`src/rtl/trap_pkg.sv`:
```
// Shared trap definitions: cause encodings, controller FSM states and the
// architectural PC width. The trap detector imports the same cause constants.
package trap_pkg;

    localparam int XLEN = 64;

    localparam logic [2:0] CAUSE_NONE         = 3'd0;
    localparam logic [2:0] CAUSE_LSU_FAULT    = 3'd1;
    localparam logic [2:0] CAUSE_ILLEGAL      = 3'd2;
    localparam logic [2:0] CAUSE_IFETCH_FAULT = 3'd3;

    typedef enum logic [2:0] {
        ST_IDLE     = 3'd0,
        ST_FLUSH    = 3'd1,
        ST_REDIRECT = 3'd2,
        ST_HANDLER  = 3'd3,
        ST_RETURN   = 3'd4
    } trap_state_e;

    // Only the three defined causes start a trap; reserved codes 4..7 act as none.
    function automatic logic is_trap(input logic [2:0] cause);
        return (cause == CAUSE_LSU_FAULT) ||
               (cause == CAUSE_ILLEGAL)   ||
               (cause == CAUSE_IFETCH_FAULT);
    endfunction

endpackage

```
`src/rtl/trap_handler_ctrl_if.sv`:
```
// Bundle between the trap detector / fetch stage and the trap-response
// controller. The master side (pipeline) drives trap requests and mret; the
// slave side (controller) drives flush, redirect and the architectural copies.
interface trap_handler_ctrl_if #(
    parameter int XLEN = trap_pkg::XLEN
);
    logic [2:0]      trap_type;
    logic [XLEN-1:0] trap_mepc;
    logic [XLEN-1:0] trap_vector;
    logic            mret;

    logic            flush;
    logic            stall_if;
    logic            pc_redirect;
    logic [XLEN-1:0] pc_target;
    logic            trap_taken;
    logic            in_handler;
    logic [2:0]      mcause_q;
    logic [XLEN-1:0] mepc_q;
    logic            nested_trap;

    modport master (
        output trap_type, trap_mepc, trap_vector, mret,
        input  flush, stall_if, pc_redirect, pc_target, trap_taken,
               in_handler, mcause_q, mepc_q, nested_trap
    );

    modport slave (
        input  trap_type, trap_mepc, trap_vector, mret,
        output flush, stall_if, pc_redirect, pc_target, trap_taken,
               in_handler, mcause_q, mepc_q, nested_trap
    );
endinterface

```
`src/rtl/trap_handler_ctrl.sv`:
```
// Trap-response controller: accepts a trap, drains the pipeline for a fixed
// number of cycles, redirects fetch to the handler, tracks handler residency
// and redirects back to the saved PC on mret. All outputs are Moore.
module trap_handler_ctrl #(
    parameter int XLEN         = trap_pkg::XLEN,
    parameter int FLUSH_CYCLES = 3
) (
    input  logic               clk,
    input  logic               rstn,
    trap_handler_ctrl_if.slave bus
);
    import trap_pkg::*;

    // Counter preload: the FLUSH state lasts cnt_init+1 cycles.
    localparam logic [3:0] CNT_INIT = 4'(FLUSH_CYCLES - 1);

    trap_state_e     state_reg, state_next;
    logic [3:0]      cnt_reg, cnt_next;
    logic [2:0]      mcause_reg;
    logic [XLEN-1:0] mepc_reg;
    logic [XLEN-1:0] vec_reg;
    logic            nested_reg;

    logic            capture;
    logic            nested_set;

    logic            flush_out;
    logic            stall_out;
    logic            redirect_out;
    logic [XLEN-1:0] target_out;
    logic            taken_out;
    logic            handler_out;

    // State, counter and nested-trap flag; reset aborts any trap in flight.
    always_ff @(posedge clk or negedge rstn) begin
        if (!rstn) begin
            state_reg  <= ST_IDLE;
            cnt_reg    <= 4'd0;
            nested_reg <= 1'b0;
        end else begin
            state_reg  <= state_next;
            cnt_reg    <= cnt_next;
            if (nested_set) begin
                nested_reg <= 1'b1;
            end
        end
    end

    // Architectural cause/return PC and handler vector, captured only on accept.
    always_ff @(posedge clk or negedge rstn) begin
        if (!rstn) begin
            mcause_reg <= CAUSE_NONE;
            mepc_reg   <= '0;
            vec_reg    <= '0;
        end else if (capture) begin
            mcause_reg <= bus.trap_type;
            mepc_reg   <= bus.trap_mepc;
            vec_reg    <= bus.trap_vector;
        end
    end

    // Next-state logic; trap/mret are only looked at in IDLE and HANDLER since
    // in the other states they belong to instructions being squashed.
    always_comb begin
        state_next = state_reg;
        cnt_next   = cnt_reg;
        capture    = 1'b0;
        nested_set = 1'b0;
        unique case (state_reg)
            ST_IDLE: begin
                if (is_trap(bus.trap_type)) begin
                    capture    = 1'b1;
                    cnt_next   = CNT_INIT;
                    state_next = ST_FLUSH;
                end
            end
            ST_FLUSH: begin
                if (cnt_reg == 4'd0) begin
                    state_next = ST_REDIRECT;
                end else begin
                    cnt_next = cnt_reg - 4'd1;
                end
            end
            ST_REDIRECT: begin
                state_next = ST_HANDLER;
            end
            ST_HANDLER: begin
                // A trap inside the handler is only flagged; it also swallows
                // a simultaneous mret.
                if (is_trap(bus.trap_type)) begin
                    nested_set = 1'b1;
                end else if (bus.mret) begin
                    state_next = ST_RETURN;
                end
            end
            ST_RETURN: begin
                state_next = ST_IDLE;
            end
            default: begin
                state_next = ST_IDLE;
            end
        endcase
    end

    // Output decode from the registered state only.
    always_comb begin
        flush_out    = 1'b0;
        stall_out    = 1'b0;
        redirect_out = 1'b0;
        target_out   = '0;
        taken_out    = 1'b0;
        handler_out  = 1'b0;
        unique case (state_reg)
            ST_FLUSH: begin
                flush_out = 1'b1;
                stall_out = 1'b1;
                // The counter is at its preload value only in the first cycle.
                taken_out = (cnt_reg == CNT_INIT);
            end
            ST_REDIRECT: begin
                flush_out    = 1'b1;
                redirect_out = 1'b1;
                target_out   = vec_reg;
            end
            ST_HANDLER: begin
                handler_out = 1'b1;
            end
            ST_RETURN: begin
                flush_out    = 1'b1;
                redirect_out = 1'b1;
                target_out   = mepc_reg;
                handler_out  = 1'b1;
            end
            default: begin
            end
        endcase
    end

    assign bus.flush       = flush_out;
    assign bus.stall_if    = stall_out;
    assign bus.pc_redirect = redirect_out;
    assign bus.pc_target   = target_out;
    assign bus.trap_taken  = taken_out;
    assign bus.in_handler  = handler_out;
    assign bus.mcause_q    = mcause_reg;
    assign bus.mepc_q      = mepc_reg;
    assign bus.nested_trap = nested_reg;

endmodule

```
`src/flat_wrapper.sv`:
```
// flat-port wrapper written by rule: the top's interface ports become plain ports
module trap_handler_ctrl_flat import trap_pkg::*;
#(
    parameter int XLEN         = trap_pkg::XLEN,
    parameter int FLUSH_CYCLES = 3
)
  (clk, rstn, bus_trap_type, bus_trap_mepc, bus_trap_vector, bus_mret, bus_flush, bus_stall_if, bus_pc_redirect, bus_pc_target, bus_trap_taken, bus_in_handler, bus_mcause_q, bus_mepc_q, bus_nested_trap);
  trap_handler_ctrl_if #(.XLEN(XLEN)) bus_i ();
  input  logic clk;
  input  logic rstn;
  input wire logic [$bits(bus_i.trap_type)-1:0] bus_trap_type;
  input wire logic [$bits(bus_i.trap_mepc)-1:0] bus_trap_mepc;
  input wire logic [$bits(bus_i.trap_vector)-1:0] bus_trap_vector;
  input wire logic [$bits(bus_i.mret)-1:0] bus_mret;
  output wire logic [$bits(bus_i.flush)-1:0] bus_flush;
  output wire logic [$bits(bus_i.stall_if)-1:0] bus_stall_if;
  output wire logic [$bits(bus_i.pc_redirect)-1:0] bus_pc_redirect;
  output wire logic [$bits(bus_i.pc_target)-1:0] bus_pc_target;
  output wire logic [$bits(bus_i.trap_taken)-1:0] bus_trap_taken;
  output wire logic [$bits(bus_i.in_handler)-1:0] bus_in_handler;
  output wire logic [$bits(bus_i.mcause_q)-1:0] bus_mcause_q;
  output wire logic [$bits(bus_i.mepc_q)-1:0] bus_mepc_q;
  output wire logic [$bits(bus_i.nested_trap)-1:0] bus_nested_trap;
  assign bus_i.trap_type = bus_trap_type;
  assign bus_i.trap_mepc = bus_trap_mepc;
  assign bus_i.trap_vector = bus_trap_vector;
  assign bus_i.mret = bus_mret;
  assign bus_flush = bus_i.flush;
  assign bus_stall_if = bus_i.stall_if;
  assign bus_pc_redirect = bus_i.pc_redirect;
  assign bus_pc_target = bus_i.pc_target;
  assign bus_trap_taken = bus_i.trap_taken;
  assign bus_in_handler = bus_i.in_handler;
  assign bus_mcause_q = bus_i.mcause_q;
  assign bus_mepc_q = bus_i.mepc_q;
  assign bus_nested_trap = bus_i.nested_trap;
  trap_handler_ctrl #(.XLEN(XLEN), .FLUSH_CYCLES(FLUSH_CYCLES)) u_core (.clk(clk), .rstn(rstn), .bus(bus_i));
endmodule
```
`config.mk`:
```
export PLATFORM = sky130hd
export DESIGN_NAME = trap_handler_ctrl_flat
export DESIGN_NICKNAME = d
export VERILOG_FILES = /design/src/rtl/trap_pkg.sv /design/src/rtl/trap_handler_ctrl_if.sv /design/src/rtl/trap_handler_ctrl.sv /design/src/flat_wrapper.sv
export SDC_FILE = /design/constraint.sdc
export NUM_CORES = 1
export LEC_CHECK = 0
export CORE_ASPECT_RATIO = 1.75
export CORE_MARGIN = 5
export CORE_UTILIZATION = 42
export CTS_BUF_LIST = sky130_fd_sc_hd__clkbuf_16
export DETAILED_ROUTE_END_ITERATION = 12
export PLACE_DENSITY = 0.8
export SLEW_MARGIN = 15
export SYNTH_ARGS = -nofsm -noshare
export SYNTH_HDL_FRONTEND = slang
export SYNTH_SLANG_ARGS = --single-unit
```
`constraint.sdc`:
```
create_clock -name clk -period 2 [get_ports clk]
set_input_delay 0.2 -clock clk [delete_from_list [all_inputs] [get_ports clk]]
set_output_delay 0.2 -clock clk [all_outputs]
set_load 0.01 [all_outputs]
```
After elaboration in Yosys (flattened, before gate mapping)
Cells that the tools add are included.
{ "totals": {"latchBits": 0, "n_memories": 0, "ramBits": 0, "reg_bits": 139, "inputBits": 134, "romBits": 0, "word_cells": 47} }
{ "op_classes": {"reduce_logical": 10, "mul": 0, "n_shift": 0, "n_div": 0, "mux": 17, "addsub": 1, "order_cmp": 0, "bitwise_logic": 0, "n_eq_ne": 13} }
{ "ops": {"columns": ["operator", "count"], "rows": [
  ["one-hot mux 64 bit (2 select lines)", 1],
  ["equality test 3 x 2 -> 1 bit, second input constant", 4],
  ["2-to-1 mux 3 bit", 4],
  ["one-hot mux 3 bit (4 select lines)", 1],
  ["2-to-1 mux 1 bit", 8],
  ["2-to-1 mux 4 bit", 2],
  ["one-hot mux 4 bit (2 select lines)", 1],
  ["equality test 3 x 1 -> 1 bit, second input constant", 2],
  ["inequality test 2 bit, second input constant", 3],
  ["equality test 4 x 2 -> 1 bit, second input constant", 1],
  ["zero test 4 bit", 1],
  ["inequality test 2 x 1 -> 1 bit, second input constant", 2],
  ["AND reduction 4 bit", 1],
  ["OR reduction 2 bit", 2],
  ["subtractor 4 x 1 -> 4 bit, second input constant", 1],
  ["equality test 3 bit, second input constant", 1],
  ["zero test 3 bit", 1],
  ["AND reduction 3 bit", 1],
  ["OR reduction 3 bit", 1],
  ["logical OR 1 bit", 2],
  ["nonzero test 2 bit", 1]
]} }

Longest topological paths before layout
Gate-level depths: netlist (run 1).
{ "depth": {"word_depth": 5, "mapped_depth": 6, "mapped_depth_nobuf": 5} }

Least setup slack after synthesis (run 1)
OpenSTA, ideal clock, no wires.
{ "synth_timing": {"path_kind": "flip-flop to flip-flop", "start": "reg u_core.state_reg[1]", "end": "reg u_core.mepc_reg[17] (netlist: u_core.bus.mepc_q[17])", "arrival_time_ns": 1.608, "slack_ns": 0.264, "path_stages_with_launch": 7, "setup_ns": 0.127, "path_buffers": 3, "synth_period_minus_slack_ns": 1.736, "cell_sequence": "dfrtp_1 > buf_2 > or3_4 > nor2_8 > buf_12 > buf_6 > mux2_1"} }
{ "synth_between": {"elab_chain_len": 2} }
{ "synth_rtl": {"columns": ["item", "line_no", "text"], "rows": [
  ["start, declared", "trap_handler_ctrl.sv:17", "trap_state_e state_reg, state_next;"],
  ["start signal, assigned", "trap_handler_ctrl.sv:41", "state_reg <= state_next;"],
  ["zero test 3 bit", "trap_handler_ctrl.sv:69", "unique case (state_reg)"],
  ["2-to-1 mux 1 bit", "trap_handler_ctrl.sv:69", null],
  ["end signal, assigned", "trap_handler_ctrl.sv:57", "mepc_reg <= bus.trap_mepc;"],
  ["end, declared", "trap_handler_ctrl.sv:20", "logic [XLEN-1:0] mepc_reg;"]
]} }
Every way passes these cells.
A chain may end at the register's enable or synchronous reset.

Worst setup path in the final report (run 1)
{ "layout_timing": {"start": "reg u_core.state_reg[1]", "end": "out bus_pc_target[27]"} }
{ "layout_between": {"elab_chain_len": 2} }
{ "layout_rtl": {"columns": ["item", "line_no", "text"], "rows": [
  ["equality test 3 bit or equality test 3 x 2 -> 1 bit (tied branches)", "trap_handler_ctrl.sv:113", "unique case (state_reg)"],
  ["one-hot mux 64 bit (2 select lines) *", "trap_handler_ctrl.sv:113", null],
  ["end, declared", "flat_wrapper.sv:18", "output wire logic [$bits(bus_i.pc_target)-1:0] bus_pc_target;"]
]} }
Mark *: on every way between the ends. The rest lies on a longest branch, timed or not.

==> results of run 1 <==
routing by layer:
metal / wire length, um / up-vias / GRT usage
met2: 13700 / 289 / 0.456
met5: 0 / - / 0
met3: 1480 / 91 / 0.0499
met1: 8070 / 2650 / 0.252
met4: 1620 / 0 / 0.158
li1: - / 2220 / -
metrics by stage:
stage	total power [W]	cells	hold slack (ns)	area, sq um
after floorplan	0.00724	409	-0.0956	6050
after global placement	0.00983	843	0.192	8970
after global routing	0.0156	942	0.340	10900
after detailed placement	0.0101	843	0.202	8970
final	0.0150	942	0.311	10900
after CTS	0.0137	909	0.329	9980
placed cells by master (no fill, tap or decap), types with 3 or more instances in the layout:
master / n
buf_6: 29
clkbuf_16: 29
buf_12: 18
buf_2: 51
mux2_4: 83
ha_1: 3
bufinv_16: 4
dfrtp_1: 137
buf_16: 12
inv_1: 4
diode_2: 3
nor2_1: 4
a22o_1: 64
mux2_2: 15
mux2_1: 32
inv_6: 3
nand3_1: 3
buf_4: 14
clkdlybuf4s50_1: 200
buf_8: 9
o21ai_0: 3
area by class of cell:
type                    instances  area (sq um)  area share
repair buffers                349          3850       0.354
inverters                       3          11.3     0.00103
clock buffers                  17           425      0.0391
flip-flops and latches        139          3480       0.320
well taps                     180           225      0.0207
diodes                          3          7.51    0.000690
clock inverters                15           196      0.0180
multi-input cells             236          2690       0.247
cells by family (layout without fill, tap and decap cells):
family	after synthesis	after routing
flip-flops	139	139
multiplexers	131	131
AO/OA/AOI/OAI	77	77
buffers and inverters	34	384
AND/OR/NAND/NOR	25	25
adder cells (fa/ha/maj)	3	3
other	0	3
worst reg2reg max path: stages, from the launching register on:
cell and delay [ns]:
dfrtp_2 0.42, buf_6 0.13, buf_4 0.13, or3_4 0.38
nor2_8 0.18, buf_12 0.17, buf_12 0.13, clkbuf_16 0.15
mux2_4 0.32
worst min path at each step:
| stage | from | end | depth (start not counted) |
|---|---|---|---|
| CTS | rstn | u_core.bus.mepc_q[13]$_DFFE_PN0P_ | 2 |
| floorplan | rstn | u_core.bus.mcause_q[0]$_DFFE_PN0P_ | 0 |
| global route | rstn | u_core.bus.mepc_q[17]$_DFFE_PN0P_ | 2 |
| detailed placement | rstn | u_core.bus.mepc_q[23]$_DFFE_PN0P_ | 1 |
| global placement | rstn | u_core.bus.mepc_q[19]$_DFFE_PN0P_ | 1 |
| finish | rstn | u_core.bus.mepc_q[17]$_DFFE_PN0P_ | 2 |
repair_timing:
action,in CTS,in global routing
setup buffers,20,15
gates resized for setup,297,125
endpoints found under the hold margin,51,0
hold buffers,1,0
cloned,13,20
pin swaps,15,44
endpoints found under the setup margin,69,186
power groups by stage:
stage	sequential [W]	combinational, W	clock, W
floorplan	0.00528	0.00196	0
global placement	0.00521	0.00462	0
CTS	0.00527	0.00502	0.00338
global route	0.00556	0.00654	0.00352
finish	0.00542	0.00627	0.00334
detailed placement	0.00531	0.00475	0
==> run summary, run 1 <==
CTS tree = yes
die width = 101 um
WP depth = 8
global-route wire length before repair = 31900 um
crit end category = primary output
Starting Density = 0.423
CP Data Required Time = 1.80 ns
io pins = 271
cell area after synthesis = 6050 sq um
Seq/Total Area, Yosys = 0.575
CP Cell Sequence = buf_6 -> nor3_4 -> buf_6 -> buf_8 -> buf_16 -> buf_12 -> a22o_1 -> buf_2
DR pass1 iterations = 4
clock power share = 0.223
initial antenna violation count = 3
actual slew at the worst max-slew pin = 0.530 ns
Worst VDD drop = 0.000830 V
most instantiated cells after synthesis = 139 x dfrtp_1, 78 x mux2_1, 64 x a22o_1
Yosys top cell by area = dfrtp_1
synthesized flop and latch total = 139
port buffer count = 270
mux share of post-synthesis cell area = 0.243
dpl ws = -0.0774 ns
Synthesized Nets = 546
Tightest Hold Check Type = in2async
worst r2r src = u_core.state_reg[1]$_DFFE_PN0P_
period utilization = 1.07
Filler Cell Count = 843
Flop pwr share = 0.360
XOR/XNOR share of the synthesized area = 0
CP Launch Point = u_core.state_reg[1]$_DFFE_PN0P_
fraction of layout cells with a size suffix above 1 = 0.378
top-count cell post-synth = dfrtp_1
Cell Int Power = 0.0103 W
DR iter-0 viols = 250
Residual DRC = 0
core area = 14300 sq um
clock transition at the registers of the reported paths = 0.06 ns
Die Ht = 169 um
complex-gate fraction of the synthesized area = 0.109
Net Sw Power = 0.00471 W
Routed WL = 24900 um
DP HPWL = 13600 um
CP max FO = 6
Sw Share = 0.313
failing checks = negative setup slack
Simple-Gate Fraction of Synth Area = 0.0279
worst setup path endpoint = bus_pc_target[27]
pwr dens = 1380 nW/um^2
aggregate negative setup slack = -8.63 ns
number of global-route vias before repair = 5590
worst r2r path cells = 8
most used cell, CP = buf_6
Routed Antenna Nets = 0
root buf cell = clkbuf_16
critical path launch point type = flop
Post-Synthesis Cells = 409
RSZ-0062 raised after global routing = yes
row count = 58
largest net degree at the start of global routing = 56
worst clock skew = 0.00924 ns
CP top delay family = buffers and inverters
Layout area overhead = 79.8%
Reg2Reg Capture Point = u_core.bus.mepc_q[35]$_DFFE_PN0P_
largest cells by area after synthesis = dfrtp_1 57%, mux2_1 15%, mux2_2 9.7%
routability cong. = 0.881
Final Hold Vio Count = 0
Die ar. = 17000 sq um
CTS sink cnt = 139
Crit path arrival time = 1.95 ns
grt total ovfl = 0
setup ws final = -0.149 ns
fmax = 465 MHz
top_reg_cell synth = dfrtp_1
Worst path max stage delay = 0.42 ns
Crit path buffers/inverters = 6
r2r setup slk = -0.13 ns
Post-synth EDFFs = 0
# nets final = 883
Yosys top cell area share = 0.575
Ys Warns = 0
Total Routing Usage GR = 0.250
Comb power frac = 0.417
WS Path Type = reg2out
vias = 5250
relative slew slack = 0.647
Mean Syn Cell Area = 14.8 sq um
status = finished, violations left
clk_lat worst skew = 0.42 ns
worst-case clock buffer depth = 2
Unique masters post-synth = 37
Via-to-Cell Ratio = 5.57
Tmin final = 2.15 ns
WL/cell = 26.4 um
Leak Pwr = 4.91 nW
MaxCap Viol Count = 0
CTS Buf Count = 17
H-Tree Depth = 4
ys async rst share = 1.00
largest family of logic cells by synthesized area = multiplexers
final slew viol count = 0
setup violators final = 149
slowest stage cell, crit path = dfrtp_2
Post-Route Utilization = 0.761
area share of fa/ha/maj cells after synthesis = 0.00620
Power figures use the tool's default switching activity.
==> run 2, diff against run 1 <==
--- a/config.mk
+++ b/config.mk
@@ -10,6 +10,7 @@
 export CORE_UTILIZATION = 42
 export CTS_BUF_LIST = sky130_fd_sc_hd__clkbuf_16
 export DETAILED_ROUTE_END_ITERATION = 12
+export HOLD_SLACK_MARGIN = 0.15
 export PLACE_DENSITY = 0.8
 export SLEW_MARGIN = 15
 export SYNTH_ARGS = -nofsm -noshare
==> results of run 2 <==
The final DEF is identical to that of run 1; final timing and power are the same.
